`src/rtl/inst_fetch_pkg.sv`:
```
// Shared definitions for the instruction fetch stage and its consumer.
package inst_fetch_pkg;

   localparam int unsigned INST_W = 32;
   localparam int unsigned ADDR_W = 32;

   // Word driven on inst whenever no real instruction is held.
   localparam logic [INST_W-1:0] NOP_INST_DEFAULT = 32'h0000_0000;

   // Fetch FSM state encoding.
   typedef enum logic [1:0] {
      ST_FETCH = 2'd0,
      ST_WAIT  = 2'd1,
      ST_HOLD  = 2'd2,
      ST_ERR   = 2'd3
   } fetch_state_e;

   // Force a byte address onto a word boundary.
   function automatic logic [ADDR_W-1:0] word_align(input logic [ADDR_W-1:0] addr);
      word_align = {addr[ADDR_W-1:2], 2'b00};
   endfunction

endpackage

```
`src/rtl/inst_fetch.sv`:
```
// Instruction fetch stage: owns the PC, fetches words over a req/ack
// handshake, supports stall, redirect and a sticky fetch timeout fault.
module inst_fetch
   import inst_fetch_pkg::*;
#(
   parameter logic [ADDR_W-1:0] RESET_PC = 32'h0000_0000,
   parameter logic [INST_W-1:0] NOP_INST = NOP_INST_DEFAULT,
   parameter int unsigned       TIMEOUT  = 16
) (
   input  logic              clk,
   input  logic              rst,
   input  logic              stall,
   input  logic              redirect_valid,
   input  logic [ADDR_W-1:0] redirect_pc,
   output logic              imem_req,
   output logic [ADDR_W-1:0] imem_addr,
   input  logic              imem_ack,
   input  logic [INST_W-1:0] imem_rdata,
   output logic [INST_W-1:0] inst,
   output logic              inst_valid,
   output logic [ADDR_W-1:0] pc_out,
   output logic              fetch_err
);

   localparam int unsigned TCNT_W = (TIMEOUT > 2) ? $clog2(TIMEOUT) : 1;
   localparam logic [TCNT_W-1:0] TCNT_LAST = TCNT_W'(TIMEOUT - 1);

   fetch_state_e      state_q,      state_d;
   logic [ADDR_W-1:0] pc_q,         pc_d;
   logic              imem_req_q,   imem_req_d;
   logic [ADDR_W-1:0] imem_addr_q,  imem_addr_d;
   logic [INST_W-1:0] inst_q,       inst_d;
   logic              inst_valid_q, inst_valid_d;
   logic [ADDR_W-1:0] pc_out_q,     pc_out_d;
   logic              fetch_err_q,  fetch_err_d;
   logic              drop_q,       drop_d;
   logic [TCNT_W-1:0] tcnt_q,       tcnt_d;

   logic              can_load;
   logic              timeout_hit;
   logic              unused_pc_lsb;

   // Redirect targets are word aligned; the low bits carry no information.
   assign unused_pc_lsb = ^redirect_pc[1:0];

   // A new word may replace inst unless the held one is still stalled.
   assign can_load    = !inst_valid_q || !stall;
   assign timeout_hit = (tcnt_q == TCNT_LAST);

   // Next-state and next-output computation for the fetch FSM.
   always_comb begin
      state_d      = state_q;
      pc_d         = pc_q;
      imem_req_d   = imem_req_q;
      imem_addr_d  = imem_addr_q;
      inst_d       = inst_q;
      inst_valid_d = inst_valid_q;
      pc_out_d     = pc_out_q;
      fetch_err_d  = fetch_err_q;
      drop_d       = drop_q;
      tcnt_d       = tcnt_q;

      // A valid instruction is consumed on any cycle without stall.
      if (inst_valid_q && !stall) begin
         inst_valid_d = 1'b0;
         inst_d       = NOP_INST;
      end

      unique case (state_q)
         ST_FETCH: begin
            // A redirect here just retargets the PC; no stale request is issued.
            if (!redirect_valid) begin
               imem_req_d  = 1'b1;
               imem_addr_d = pc_q;
               tcnt_d      = '0;
               state_d     = ST_WAIT;
            end
         end

         ST_WAIT: begin
            tcnt_d = tcnt_q + TCNT_W'(1);
            if (imem_ack) begin
               if (drop_q || redirect_valid) begin
                  // Returned word belongs to a squashed path.
                  imem_req_d = 1'b0;
                  drop_d     = 1'b0;
                  state_d    = ST_FETCH;
               end else if (can_load) begin
                  inst_d       = imem_rdata;
                  pc_out_d     = imem_addr_q;
                  inst_valid_d = 1'b1;
                  pc_d         = imem_addr_q + 32'd4;
                  imem_req_d   = 1'b0;
                  state_d      = stall ? ST_HOLD : ST_FETCH;
               end else begin
                  // Memory is responsive but the word cannot land yet; keep
                  // the request up and do not count this against the timeout.
                  tcnt_d = '0;
               end
            end else if (timeout_hit) begin
               fetch_err_d  = 1'b1;
               imem_req_d   = 1'b0;
               inst_valid_d = 1'b0;
               inst_d       = NOP_INST;
               drop_d       = 1'b0;
               state_d      = ST_ERR;
            end else if (redirect_valid) begin
               // Handshake must still complete; remember to discard its data.
               drop_d = 1'b1;
            end
         end

         ST_HOLD: begin
            if (!stall || redirect_valid) begin
               state_d = ST_FETCH;
            end
         end

         ST_ERR: begin
            imem_req_d   = 1'b0;
            inst_valid_d = 1'b0;
            inst_d       = NOP_INST;
         end

         default: begin
            state_d = ST_ERR;
         end
      endcase

      // Redirect overrides stall and any accepted data, but never the fault.
      if (redirect_valid && (state_q != ST_ERR) && (state_d != ST_ERR)) begin
         pc_d         = word_align(redirect_pc);
         inst_valid_d = 1'b0;
         inst_d       = NOP_INST;
      end
   end

   // State and output registers with asynchronous reset.
   always_ff @(posedge clk or posedge rst) begin
      if (rst) begin
         state_q      <= ST_FETCH;
         pc_q         <= RESET_PC;
         imem_req_q   <= 1'b0;
         imem_addr_q  <= RESET_PC;
         inst_q       <= NOP_INST;
         inst_valid_q <= 1'b0;
         pc_out_q     <= RESET_PC;
         fetch_err_q  <= 1'b0;
         drop_q       <= 1'b0;
         tcnt_q       <= '0;
      end else begin
         state_q      <= state_d;
         pc_q         <= pc_d;
         imem_req_q   <= imem_req_d;
         imem_addr_q  <= imem_addr_d;
         inst_q       <= inst_d;
         inst_valid_q <= inst_valid_d;
         pc_out_q     <= pc_out_d;
         fetch_err_q  <= fetch_err_d;
         drop_q       <= drop_d;
         tcnt_q       <= tcnt_d;
      end
   end

   assign imem_req   = imem_req_q;
   assign imem_addr  = imem_addr_q;
   assign inst       = inst_q;
   assign inst_valid = inst_valid_q;
   assign pc_out     = pc_out_q;
   assign fetch_err  = fetch_err_q;

endmodule
```
`config.mk`:
```
export PLATFORM = sky130hd
export DESIGN_NAME = inst_fetch
export DESIGN_NICKNAME = d
export VERILOG_FILES = /design/src/rtl/inst_fetch_pkg.sv /design/src/rtl/inst_fetch.sv
export SDC_FILE = /design/constraint.sdc
export NUM_CORES = 1
export LEC_CHECK = 0
export CAP_MARGIN = 20
export CORE_MARGIN = 3
export CORE_UTILIZATION = 49
export CTS_CLUSTER_SIZE = 16
export DETAILED_ROUTE_END_ITERATION = 8
export PLACE_DENSITY = 0.81
export SLEW_MARGIN = 5
export SYNTH_ARGS = -nofsm -noshare
export SYNTH_HDL_FRONTEND = slang
export SYNTH_SLANG_ARGS = --single-unit
```
`constraint.sdc`:
```
create_clock -name clk -period 7.2 [get_ports clk]
set_clock_uncertainty 0.2 [all_clocks]
set_input_delay 1.8 -clock clk [delete_from_list [all_inputs] [get_ports clk]]
set_output_delay 1.8 -clock clk [all_outputs]
set_load 0.01 [all_outputs]
```
==> metrics <==
result of the run=finished clean; Routed Antenna Nets=0; M1 GR Usage=31.88%; #FFs+latches synth=138; vias per inst=5.621; Hold Crit Depth=2; GRT busiest layer=met2; synthesized instance count=582; Tcrit/Tclk final=62.20%; vias in the first global route=5242; ys async rst share=100.0%; FF-to-FF setup slack=4010 ps; Slew Limit Fails=0; Synthesis Warnings=0; final worst setup slack=2722 ps; post-synthesis cell type count=55; FF-to-FF Start=state_q[0]; clock slew at reported path FFs=60 ps; Seq/Total Area, Yosys=55.84%; DRT iter0 DRCs=562; Mapped Avg Cell Area=10.63 um^2; RSZ-0062 raised after global routing=false; Syn Nets=653; Endpoint, Worst Hold=pc_out[1]; clk_lat worst skew=430 ps; largest net degree at the start of global routing=95; Buf/Inv on CP=2; DP HPWL=11070 um; cts hold-fix bufs=0; Placer Congestion=0.8669; synth top area cells=dfrtp_1 (56%), nand2_1 (7.6%), mux2_2 (5.6%); PostCTS Resize Cnt=0; R2R depth=5; DRC viols=0; Rows=40; Setup Viol. Count Final=0; Die H=118.3 um; layout cells sized above 1=11.80%; first-pass GRT wire length=27370 um; die area=0.01401 mm^2; FF-to-FF End=pc_q[20]; clock buffer depth=2; Final Hold Vio Count=0; cell breakdown of the critical path=clkdlybuf4s50_1, nor3b_2, nand3_2, buf_4, or4_1, nand3_1; crit-path max FO=34; Leakage=3.621 nW; post-synth top area cell=dfrtp_1; number of enable flip-flop cells after synthesis=0; total track usage=24.42%; via count=5143; Nets=805; Post-Syn Area=0.006185 mm^2; drt pass-1 iters=5; TritonCTS buffer count=17; CP required=7370 ps; Setup CP Type=in2reg; VDD IR max=0.2346 mV; pre-CTS setup slack=2290 ps; area delta synth->final=38.34%; Worst path max stage delay=650 ps; root buf cell=clkbuf_16; core region area=0.01216 mm^2; Ports=168; Slowest-stage cell, CP=clkdlybuf4s50_1; met3 Use GR=5.837%; post-synth top area share=55.84%; H-tree depth=4; CP Capture Type=flip-flop; TritonCTS clock tree=done; starting density of the core=50.85%; routed wire length=16580 um; quantity of I/O buffers inserted on ports=165; setup TNS=0 ps; worst endpoint data arrival time=4640 ps; Hold Crit Class=reg2reg; Overflow after GRT=0; Slew HR=32.38%; min Tclk post-route=4478 ps; CP top delay family=simple AND/OR/NAND/NOR gates; Synth Flop Type=dfrtp_1; Power Density=391.9 mW/mm^2; Die W=118.3 um; Worst Max-Slew Pin Slew=1014 ps; routed length per instance=18.12 um; Startpoint Class=input port; CTS Sinks=138; Max Fclk=0.2233 GHz; Post-CTS Setup Inserts=0; initial antenna violation count=1; Max Cap Viol=0; min-delay src=pc_out[1]; M2 GR Usage=39.19%
## cells in the mapped netlist (5+ instances only)
library cell and n:
a21oi_1 9, a221o_1 6, a22o_1 8, a22oi_1 45, buf_2 24, clkbuf_1 9, dfrtp_1 138, inv_1 5
mux2_2 31, nand2_1 125, nand2b_1 5, nand3_1 17, nor2_1 36, nor3_1 5, o21ai_0 15, o21ai_1 17
xnor2_1 13, xor2_1 11
## cell families after synthesis
logic type	share of synthesized area, %
adder cells (fa/ha/maj)	0.4045
AND/OR/NAND/NOR	17.58
multiplexers	5.806
AO/OA/AOI/OAI	13.70
flip-flops	55.84
buffers and inverters	3.277
XOR/XNOR	3.399
## power breakdown
group	switching (mW)	internal, mW	total [mW]
registers	0.293	1.03	1.32
clock network	0.316	0.613	0.929
logic	0.496	0.605	1.10
total	1.11	2.25	3.35
## worst register-to-register path, delay by kind of cell, from the launching register on
kind | cells | cell delay (ps)
buffers and inverters | 1 | 510
DFF | 1 | 660
and+or+nand+nor | 4 | 1770
## flip-flops by register name (all words and copies together) (netlist names)
name / cells
pc_out: 32
drop_q: 1
tcnt_q: 4
imem_addr: 32
pc_q: 32
imem_req: 1
fetch_err: 1
inst: 32
inst_valid: 1
state_q: 2
## metal layers
layer / wire length [um] / share of wire [%]
met5: 0 / 0
met4: 370 / 2.2
met3: 1001 / 6.0
met2: 8265 / 50
met1: 6945 / 42
## per-stage QoR
step	util (%)	area, um^2	hold WS (ps)	cells	power (mW)
finish	70.35	8556	275.8	915	3.353
global route	70.35	8556	293.1	915	3.531
CTS	70.24	8542	277.2	913	3.367
detailed placement	65.06	7913	262.6	882	2.425
global placement	65.06	7913	242.8	882	2.375
floorplan	-	6185	233.1	582	1.852
## worst max path at each step
stage,from,to,slack (ps),cells past startpoint
2_1_floorplan,rst,drop_q,1500,1
3_3_place_gp,redirect_valid,pc_q[20],2360,6
3_5_place_dp,redirect_valid,pc_q[20],2290,6
4_1_cts,redirect_valid,pc_q[20],2730,6
5_1_grt,redirect_valid,pc_q[20],2520,6
6_report,redirect_valid,pc_q[20],2720,6
## final cells by class
cell class / count / area [um^2]
Antenna cell: 1 / 2.502
Clock buffer: 24 / 491.7
Clock inverter: 7 / 137.6
Fill cell: 879 / 3606
Inverter: 5 / 23.77
Multi-Input combinational cell: 402 / 2544
Sequential cell: 138 / 3453
Tap cell: 168 / 210.2
Timing Repair Buffer: 170 / 1693
## cell usage in the layout (no fill, tap or decap), drive strengths merged, types with 2 or more instances in the layout
cell	count
clkdlybuf4s50	165
dfrtp	138
nand2	125
a22oi	45
nor2	37
o21ai	33
mux2	31
clkbuf	24
nand3	18
xnor2	13
xor2	11
a21oi	10
nor3	9
a22o	8
a221o	6
nand4	6
nand2b	5
nor4	5
inv	5
buf	5
bufinv	4
and4	4
and3	4
nor2b	3
o21a	3
a221oi	3
o31ai	2
a32oi	2
or4	2
ha	2
clkinv	2
nor3b	2
o22ai	2
(Power assumes the default switching activity.)
